$ cat config.mk
export PLATFORM = sky130hd
export DESIGN_NAME = csr_access_sequencer
export DESIGN_NICKNAME = d
export VERILOG_FILES = /design/src/rtl/csr_access_sequencer_pkg.sv /design/src/rtl/csr_access_sequencer_value_alu.sv /design/src/rtl/csr_access_sequencer.sv
export SDC_FILE = /design/constraint.sdc
export NUM_CORES = 1
export LEC_CHECK = 0
export BUFFER_PORTS_ARGS = -buffer_cell sky130_fd_sc_hd__buf_2
export CORE_MARGIN = 2
export CORE_UTILIZATION = 50
export CTS_CLUSTER_SIZE = 14
export DETAILED_ROUTE_END_ITERATION = 10
export GPL_TIMING_DRIVEN = 0
export PLACE_DENSITY = 0.8
export SYNTH_ARGS = -nofsm -noshare
export SYNTH_HDL_FRONTEND = slang
export SYNTH_SLANG_ARGS = --single-unit
$ cat constraint.sdc
create_clock -name clk -period 2 [get_ports clk]
set_input_delay 0.3 -clock clk [delete_from_list [all_inputs] [get_ports clk]]
set_output_delay 0.3 -clock clk [all_outputs]
set_load 0.005 [all_outputs]
$ cat src/rtl/csr_access_sequencer_pkg.sv
`default_nettype none
// ============================================================================
// Package     : csr_pkg
// Description : Shared Zicsr encodings, sequencer state encoding, CSR address
//               constants and the read-only-space predicate.
// Revision    : 1.0 - initial release
// ============================================================================
package csr_pkg;

    localparam logic [2:0] CSRRW  = 3'b001;
    localparam logic [2:0] CSRRS  = 3'b010;
    localparam logic [2:0] CSRRC  = 3'b011;
    localparam logic [2:0] CSRRWI = 3'b101;
    localparam logic [2:0] CSRRSI = 3'b110;
    localparam logic [2:0] CSRRCI = 3'b111;

    localparam logic [11:0] CSR_MSTATUS  = 12'h300;
    localparam logic [11:0] CSR_MIE      = 12'h304;
    localparam logic [11:0] CSR_MTVEC    = 12'h305;
    localparam logic [11:0] CSR_MSCRATCH = 12'h340;
    localparam logic [11:0] CSR_MEPC     = 12'h341;
    localparam logic [11:0] CSR_MCAUSE   = 12'h342;
    localparam logic [11:0] CSR_CYCLE    = 12'hC00;

    typedef enum logic [2:0] {
        ST_IDLE  = 3'd0,
        ST_READ  = 3'd1,
        ST_WRITE = 3'd2,
        ST_WAIT  = 3'd3,
        ST_RESP  = 3'd4
    } state_e;

    // addr[11:10] == 2'b11 is exactly the range 0xC00..0xFFF
    function automatic logic is_read_only(input logic [11:0] addr);
        return (addr >= 12'hC00);
    endfunction

    function automatic logic is_legal_func3(input logic [2:0] f3);
        return !((f3 == 3'b000) || (f3 == 3'b100));
    endfunction

endpackage
`default_nettype wire

$ cat src/rtl/csr_access_sequencer_value_alu.sv
`default_nettype none
// ============================================================================
// Module      : csr_value_alu
// Description : Combinational new-value and write-intent computation for
//               CSRRW/RS/RC and their immediate forms.
// Revision    : 1.0 - initial release
// ============================================================================
module csr_value_alu
    import csr_pkg::*;
#(
    parameter int XLEN = 32
) (
    input  logic [2:0]      func3,
    input  logic [XLEN-1:0] old,
    input  logic [XLEN-1:0] src,
    input  logic [4:0]      rs1_idx,
    output logic [XLEN-1:0] new_val,
    output logic            write_intent
);

    always_comb begin
        new_val      = old;
        write_intent = 1'b0;
        case (func3)
            CSRRW, CSRRWI: begin
                new_val      = src;
                write_intent = 1'b1;
            end
            CSRRS, CSRRSI: begin
                new_val      = old | src;
                write_intent = (rs1_idx != 5'd0);
            end
            CSRRC, CSRRCI: begin
                new_val      = old & ~src;
                write_intent = (rs1_idx != 5'd0);
            end
            default: ;
        endcase
    end

endmodule
`default_nettype wire

$ cat src/rtl/csr_access_sequencer.sv
`default_nettype none
// ============================================================================
// Module      : csr_access_sequencer
// Description : Sequences one Zicsr access (read, compute, strobe, wait done,
//               respond). Optional WAIT timeout via CSR_SEQ_TIMEOUT_EN.
// Revision    : 1.0 - initial release
// ============================================================================
module csr_access_sequencer
    import csr_pkg::*;
#(
    parameter int XLEN = 32
`ifdef CSR_SEQ_TIMEOUT_EN
    ,
    parameter int WR_TIMEOUT = 15
`endif
) (
    input  logic            clk,
    input  logic            reset,
    input  logic            req_valid,
    output logic            req_ready,
    input  logic [2:0]      req_func3,
    input  logic [11:0]     req_csr_addr,
    input  logic [XLEN-1:0] req_rs1_data,
    input  logic [4:0]      req_rs1_idx,
    input  logic [4:0]      req_rd,
    output logic [11:0]     csr_addr,
    output logic [2:0]      csr_func3,
    output logic [4:0]      csr_imm,
    input  logic [XLEN-1:0] csr_rdata,
    output logic [XLEN-1:0] csr_wdata,
    output logic            csr_write_enable,
    input  logic            csr_write_done,
    output logic            resp_valid,
    input  logic            resp_ready,
    output logic [4:0]      resp_rd,
    output logic [XLEN-1:0] resp_rd_data,
    output logic            resp_rd_we,
    output logic            resp_illegal,
    output logic            busy
);

    state_e            state_q, state_d;
    logic [2:0]        func3_q, func3_d;
    logic [11:0]       addr_q, addr_d;
    logic [4:0]        imm_q, imm_d;
    logic [4:0]        rd_q, rd_d;
    logic [XLEN-1:0]   rs1_q, rs1_d;
    logic [XLEN-1:0]   old_q, old_d;
    logic [XLEN-1:0]   wdata_q, wdata_d;
    logic              illegal_q, illegal_d;

    logic [XLEN-1:0]   w_src;
    logic [XLEN-1:0]   w_new;
    logic              w_write_intent;
    logic              w_illegal;

`ifdef CSR_SEQ_TIMEOUT_EN
    localparam int TMO_W = ($clog2(WR_TIMEOUT) < 4) ? 4 : $clog2(WR_TIMEOUT);
    localparam logic [TMO_W-1:0] TMO_LAST = TMO_W'(WR_TIMEOUT - 1);
    logic [TMO_W-1:0]  tmo_q, tmo_d;
`endif

    // Immediate forms use the rs1 field as a zero-extended uimm
    assign w_src = func3_q[2] ? {{(XLEN-5){1'b0}}, imm_q} : rs1_q;

    csr_value_alu #(.XLEN(XLEN)) u_alu (
        .func3        (func3_q),
        .old          (csr_rdata),
        .src          (w_src),
        .rs1_idx      (imm_q),
        .new_val      (w_new),
        .write_intent (w_write_intent)
    );

    assign w_illegal = !is_legal_func3(func3_q) ||
                       (w_write_intent && is_read_only(addr_q));

    always_comb begin
        state_d   = state_q;
        func3_d   = func3_q;
        addr_d    = addr_q;
        imm_d     = imm_q;
        rd_d      = rd_q;
        rs1_d     = rs1_q;
        old_d     = old_q;
        wdata_d   = wdata_q;
        illegal_d = illegal_q;
`ifdef CSR_SEQ_TIMEOUT_EN
        tmo_d     = tmo_q;
`endif
        case (state_q)
            ST_IDLE: begin
                if (req_valid) begin
                    func3_d   = req_func3;
                    addr_d    = req_csr_addr;
                    imm_d     = req_rs1_idx;
                    rd_d      = req_rd;
                    rs1_d     = req_rs1_data;
                    illegal_d = 1'b0;
                    state_d   = ST_READ;
                end
            end
            ST_READ: begin
                old_d     = csr_rdata;
                wdata_d   = w_new;
                illegal_d = w_illegal;
                state_d   = (!w_illegal && w_write_intent) ? ST_WRITE : ST_RESP;
            end
            ST_WRITE: begin
`ifdef CSR_SEQ_TIMEOUT_EN
                tmo_d   = '0;
`endif
                state_d = csr_write_done ? ST_RESP : ST_WAIT;
            end
            ST_WAIT: begin
                if (csr_write_done) begin
                    state_d = ST_RESP;
                end
`ifdef CSR_SEQ_TIMEOUT_EN
                else if (tmo_q == TMO_LAST) begin
                    illegal_d = 1'b1;
                    state_d   = ST_RESP;
                end else begin
                    tmo_d = tmo_q + 1'b1;
                end
`endif
            end
            ST_RESP: begin
                if (resp_ready) begin
                    state_d = ST_IDLE;
                end
            end
            default: state_d = ST_IDLE;
        endcase
    end

    always_ff @(posedge clk or negedge reset) begin
        if (!reset) begin
            state_q   <= ST_IDLE;
            func3_q   <= '0;
            addr_q    <= '0;
            imm_q     <= '0;
            rd_q      <= '0;
            rs1_q     <= '0;
            old_q     <= '0;
            wdata_q   <= '0;
            illegal_q <= 1'b0;
`ifdef CSR_SEQ_TIMEOUT_EN
            tmo_q     <= '0;
`endif
        end else begin
            state_q   <= state_d;
            func3_q   <= func3_d;
            addr_q    <= addr_d;
            imm_q     <= imm_d;
            rd_q      <= rd_d;
            rs1_q     <= rs1_d;
            old_q     <= old_d;
            wdata_q   <= wdata_d;
            illegal_q <= illegal_d;
`ifdef CSR_SEQ_TIMEOUT_EN
            tmo_q     <= tmo_d;
`endif
        end
    end

    // Strobe and valid decode straight from state so reset drops them at once
    assign req_ready        = (state_q == ST_IDLE);
    assign busy             = (state_q != ST_IDLE);
    assign csr_write_enable = (state_q == ST_WRITE);
    assign resp_valid       = (state_q == ST_RESP);
    assign csr_addr         = addr_q;
    assign csr_func3        = func3_q;
    assign csr_imm          = imm_q;
    assign csr_wdata        = wdata_q;
    assign resp_rd          = rd_q;
    assign resp_rd_data     = old_q;
    assign resp_illegal     = illegal_q;
    assign resp_rd_we       = (rd_q != 5'd0) && !illegal_q;

endmodule
`default_nettype wire

After elaboration in Yosys (flattened, before gate mapping)
Cells that the tools add are included.
Word-level totals
  register bits after elaboration: 125
  input port bits: 94
Operators by class
  $lt $le $gt $ge: 1
  equality and inequality tests: 14
  mux-type cells: 11
  bitwise logic cells: 3
  reduce and logical (&&, ||, !) cells: 20
Operators by type and width (number)
  one-hot mux 32 bit (3 select lines): 1
  AND 32 bit: 1
  2-to-1 mux 32 bit: 1
  inverter 32 bit: 1
  bitwise OR 32 bit: 1
  == test 3 bit (second input constant): 5
  2-to-1 mux 3 bit: 5
  one-hot mux 3 bit (5 select lines): 1
  == test 3 x 2 -> 1 bit (second input constant): 4
  >= comparator 12 bit (second input constant): 1
  nonzero test 5 bit: 2
  == test 3 x 1 -> 1 bit (second input constant): 2
  zero test 3 bit: 2
  OR reduction 2 bit: 3
  inequality test 2 bit (second input constant): 2
  one-hot mux 1 bit (2 select lines): 2
  AND reduction 2 bit: 2
  OR reduction 4 bit: 1
  logical AND 1 bit: 3
  AND reduction 3 bit: 1
  nonzero test 3 bit: 1
  zero test 1 bit: 2
  logical OR 1 bit: 2
  inequality test 2 x 1 -> 1 bit (second input constant): 1
  2 further kinds: 2

Longest topological paths before layout
  word-level depth: 9
  depth in mapped cells: 6

Cells and area by module
From an unflattened synthesis, not the netlist that was laid out.
Second synthesis, totals
  cells, all modules: 605
  area total of the unflattened synthesis: 6143.4 sq um
By module, submodules not included
  csr_access_sequencer: times used 1, cells an instance 459, area an instance 5126.2 sq um, sequential area each 3128.0 sq um
  csr_value_alu: times used 1, cells an instance 146, area an instance 1017.2 sq um, sequential area each 0.0 sq um

Worst setup path before layout
No wires, ideal clock.
  kind: flip-flop to flip-flop
  start: register state_q[0]
  end: register addr_q[10] (netlist: csr_addr[10])
  setup time: 125 ps
  arrival: 1606 ps
  required time: 1875 ps
  setup slack: 269 ps
  stages on the path, launching flop included: 6
  period minus slack after synthesis: 1731 ps
  cell sequence: dfrtp_1 -> or4b_1 -> buf_2 -> buf_6 -> buf_6 -> mux2_4
On the way
  word-level cells in the longest chain between the ends: 2
Ends and longest elaborated chain
  start, declared: line csr_access_sequencer.sv:42  | state_e state_q, state_d;
  start signal, assigned: line csr_access_sequencer.sv:152  | state_q <= state_d;
  zero test 3 bit: line csr_access_sequencer.sv:91  | case (state_q)
  AND reduction 2 bit (no line)
  end signal, assigned: line csr_access_sequencer.sv:154  | addr_q <= addr_d;
  end, declared: line csr_access_sequencer.sv:44  | logic [11:0] addr_q, addr_d;
Every way passes these cells.
A chain may end at the register's enable or synchronous reset.

Final worst setup path
  start: register state_q[1]
  end: register addr_q[5] (netlist: csr_addr[5])
The elaborated chain is that of the path after synthesis.

==> impl_results.md <==
* Routability cong. at 0.825
* Vias in the first global route at around 5200
* WL/cell at 18.2 um
* Post-synthesis async set-or-reset flop share at 100%
* Filler instances at 767
* Max cap viols at 0
* Worst hold start: csr_rdata[27]
* Pre-CTS setup slack at -111 ps
* Area of the multi-input gates at 2210 um2
* Total CTS buffers at 17
* Via-to-Cell Ratio at roughly 5.5
* Port buffer count at 188
* First-pass GRT wire length at between 20 and 30 mm
* Clock latency on the worst-skew pair at 530 ps
* # rows at 38
* Hold_ws at 8.94 ps
* Detailed Route WL at 16.3 mm
* Iter 0 DRT Violations at 309
* Post-Syn Area per Cell at 11.0 um2
* Flops & latches, synth at 125
* Internal cell power at 0.00842 W
* Final setup margin at 97.5 ps
* CTS root buf: clkbuf_8
* Setup slack, reg-to-reg at 100 ps
* Min Tclk post-route at 1900 ps
* Clock share of power at 23.4%
* Combinational share of power at 41.6%
* Die area at 11900 um2
* Clk_skew at ~8.0 ps
* Period utilization at 95.1%
* Seq. cell area at 3130 um2
* Initial Util at 51.2%
* Yosys warnings at 0
* Vias at between 4000 and 5000
* TNS Setup at 0 ps
* Inserted Diodes at 0
* DRT antenna net count at 0
* Worst EP required at around 2400 ps
* Unique cell type count in the Yosys netlist at 35
* Outcome: completed
* Placed cell count at 830
* Critical path class: flip-flop to flip-flop
* Hold Path Sink: resp_rd_data[27]
* Startpoint types: flip-flop
* Clock-pin slew on the worst setup and hold paths at 60 ps
* H-tree levels at 4
* Share of cells above drive strength 1 at 40.4%
* HP Class: input pin to flip-flop
* Fin area at 7640 um2
* Total core area at between 10000 and 15000 um2
* Global route overflow at 0
* Post-placement cell area at 6680 um2
* GRT Total Usage at 28.7%
* Max VDD drop at roughly 900 uV
* Seq pwr share at around a third
* Register area share after synthesis at between 50% and 60%
* # clock sinks at around 130
* Psw at 0.00482 W
* Synthesized area at 5530 um2
* Relative max-transition margin at 59.4%
* Crit-path max FO at 10
* TritonCTS clock tree: built
* Initial DRT Pass Iterations at 4
* Critical path origin: state_q[1]
* Pin count of the biggest net entering global routing at 69
* Hold path cells at 3
* Final Hold Viols at 0
* Syn-to-layout area delta at 38.2%
* Final setup viols at 0
* Post-DP HPWL at 11.2 mm
* # IOs at 189
* Synth Instances at 501
* Critical path data arrival time at 2310 ps
* Number of synthesized flops with an enable pin at 0
* Net Sw Frac at 36.4%
* Max Clk Rate at ~530 MHz
* Post-synthesis net count at slightly below 600
* Post-route DRC at 0
* Leakage at 3.80 nW
* Worst slew pin tran at 608 ps
* Max Root-Sink Buffers at 2
* Initial antenna violation count at 0
* RR Endpoint: csr_addr[5]
* Final Max Tran Viols at 0
* Layout Cells excl Fill at 895
* Pwr dens at 1730 nW/um2
* Chip width at 109 um
* RSZ-0062 raised after global routing: no
* Crit. End Element: flip-flop
* Worst R2R Path Depth at 5
* Chip Height at 109 um
* Post-synth top flop: dfrtp_1
* NumNets Final at 836
* Reg-to-reg critical path startpoint: state_q[1]
[per-stage QoR]
step                utilization, %  power (W)
global route                  70.8     0.0141
finish                        70.8     0.0132
detailed placement            61.9     0.0100
global placement              61.6    0.00969
CTS                           70.6     0.0133
floorplan                        -    0.00783
[state kept, by name (all words and copies together), names as in the netlist]
name and flops:
csr_addr 12, csr_func3 3, csr_imm 5, csr_wdata 32, resp_illegal 1, resp_rd 5
resp_rd_data 32, rs1_q 32, state_q 3
[power by group through the flow]
stage | Combinational, W | Clock, W | Sequential [W]
after floorplan | 0.00327 | 0 | 0.00456
after global placement | 0.00516 | 0 | 0.00452
after detailed placement | 0.00543 | 0 | 0.00462
after CTS | 0.00553 | 0.00313 | 0.00459
after global routing | 0.00606 | 0.00327 | 0.00480
final | 0.00550 | 0.00310 | 0.00464
[placed cells by master (no fill, tap or decap), types with 4 or more instances in the layout]
cell type      instances
clkbuf_1               9
nand2_1              114
clkinvlp_4             5
o2bb2ai_1             27
nor2_1                 7
clkbuf_8               4
and3_1                 5
o31ai_1               27
clkbuf_2              10
mux2_4                 8
dfrtp_1              125
o32a_1                 5
inv_1                  7
clkbuf_16             16
a21oi_1               29
mux2_2                49
dlygate4sd3_1         35
o21ai_0               11
mux2i_1                5
nor2b_1               27
buf_2                201
[cells by family after synthesis]
family	after synthesis	share of synthesized area [%]
flops	125	56.6
compound gates	104	13.1
buf+inv	43	3.51
xor+xnor	1	0.158
simple gates	166	13.6
mux	62	13.1
[routing by layer]
metal  track usage [%]  share of wire [%]
met1              34.5                 40
met5                 0                  0
met2              48.5                 51
met3              7.17                7.1
met4              13.0                1.6
[cell usage after synthesis (8+ instances only)]
cell type / count / area, um2
dfrtp_1: 125 / 3130
nand2_1: 114 / 428
mux2_2: 49 / 552
a21oi_1: 29 / 145
nor2b_1: 27 / 169
o2bb2ai_1: 27 / 236
o31ai_1: 27 / 203
clkbuf_1: 19 / 71.3
buf_2: 11 / 55.1
o21ai_0: 11 / 55.1
mux2_4: 8 / 120
[final cells by class]
type	instances	share of cell area, %
plain buffers	34	2.31
inverters	7	0.344
multi-input cells	333	28.9
well taps	140	2.29
clock buffers	22	6.06
repair buffers	224	17.3
clock inverters	10	1.80
flip-flops and latches	125	41.0
[critical path: stages (launching register included)]
cell and delay (ps):
dfrtp_1 450, or4b_1 530, buf_2 180, buf_6 160, buf_6 160, mux2_4 310
[worst max path at each step]
stage	endpoint	slack, ps	depth (start not counted)
floorplan	csr_addr[10]	270	5
CTS	csr_wdata[20]	8	6
global placement	rs1_q[26]	-880	1
detailed placement	resp_rd_data[15]	-110	5
global route	resp_rd_data[23]	6	5
finish	csr_addr[5]	100	5
[repair_timing]
action | CTS | global route
hold endpoints to repair | 90 | 1
resized for setup | 6 | 14
hold buffers | 34 | 1
setup buffers | 0 | 0
setup endpoints to repair | 35 | 47
No activity file was read; power rests on OpenSTA's default activity.
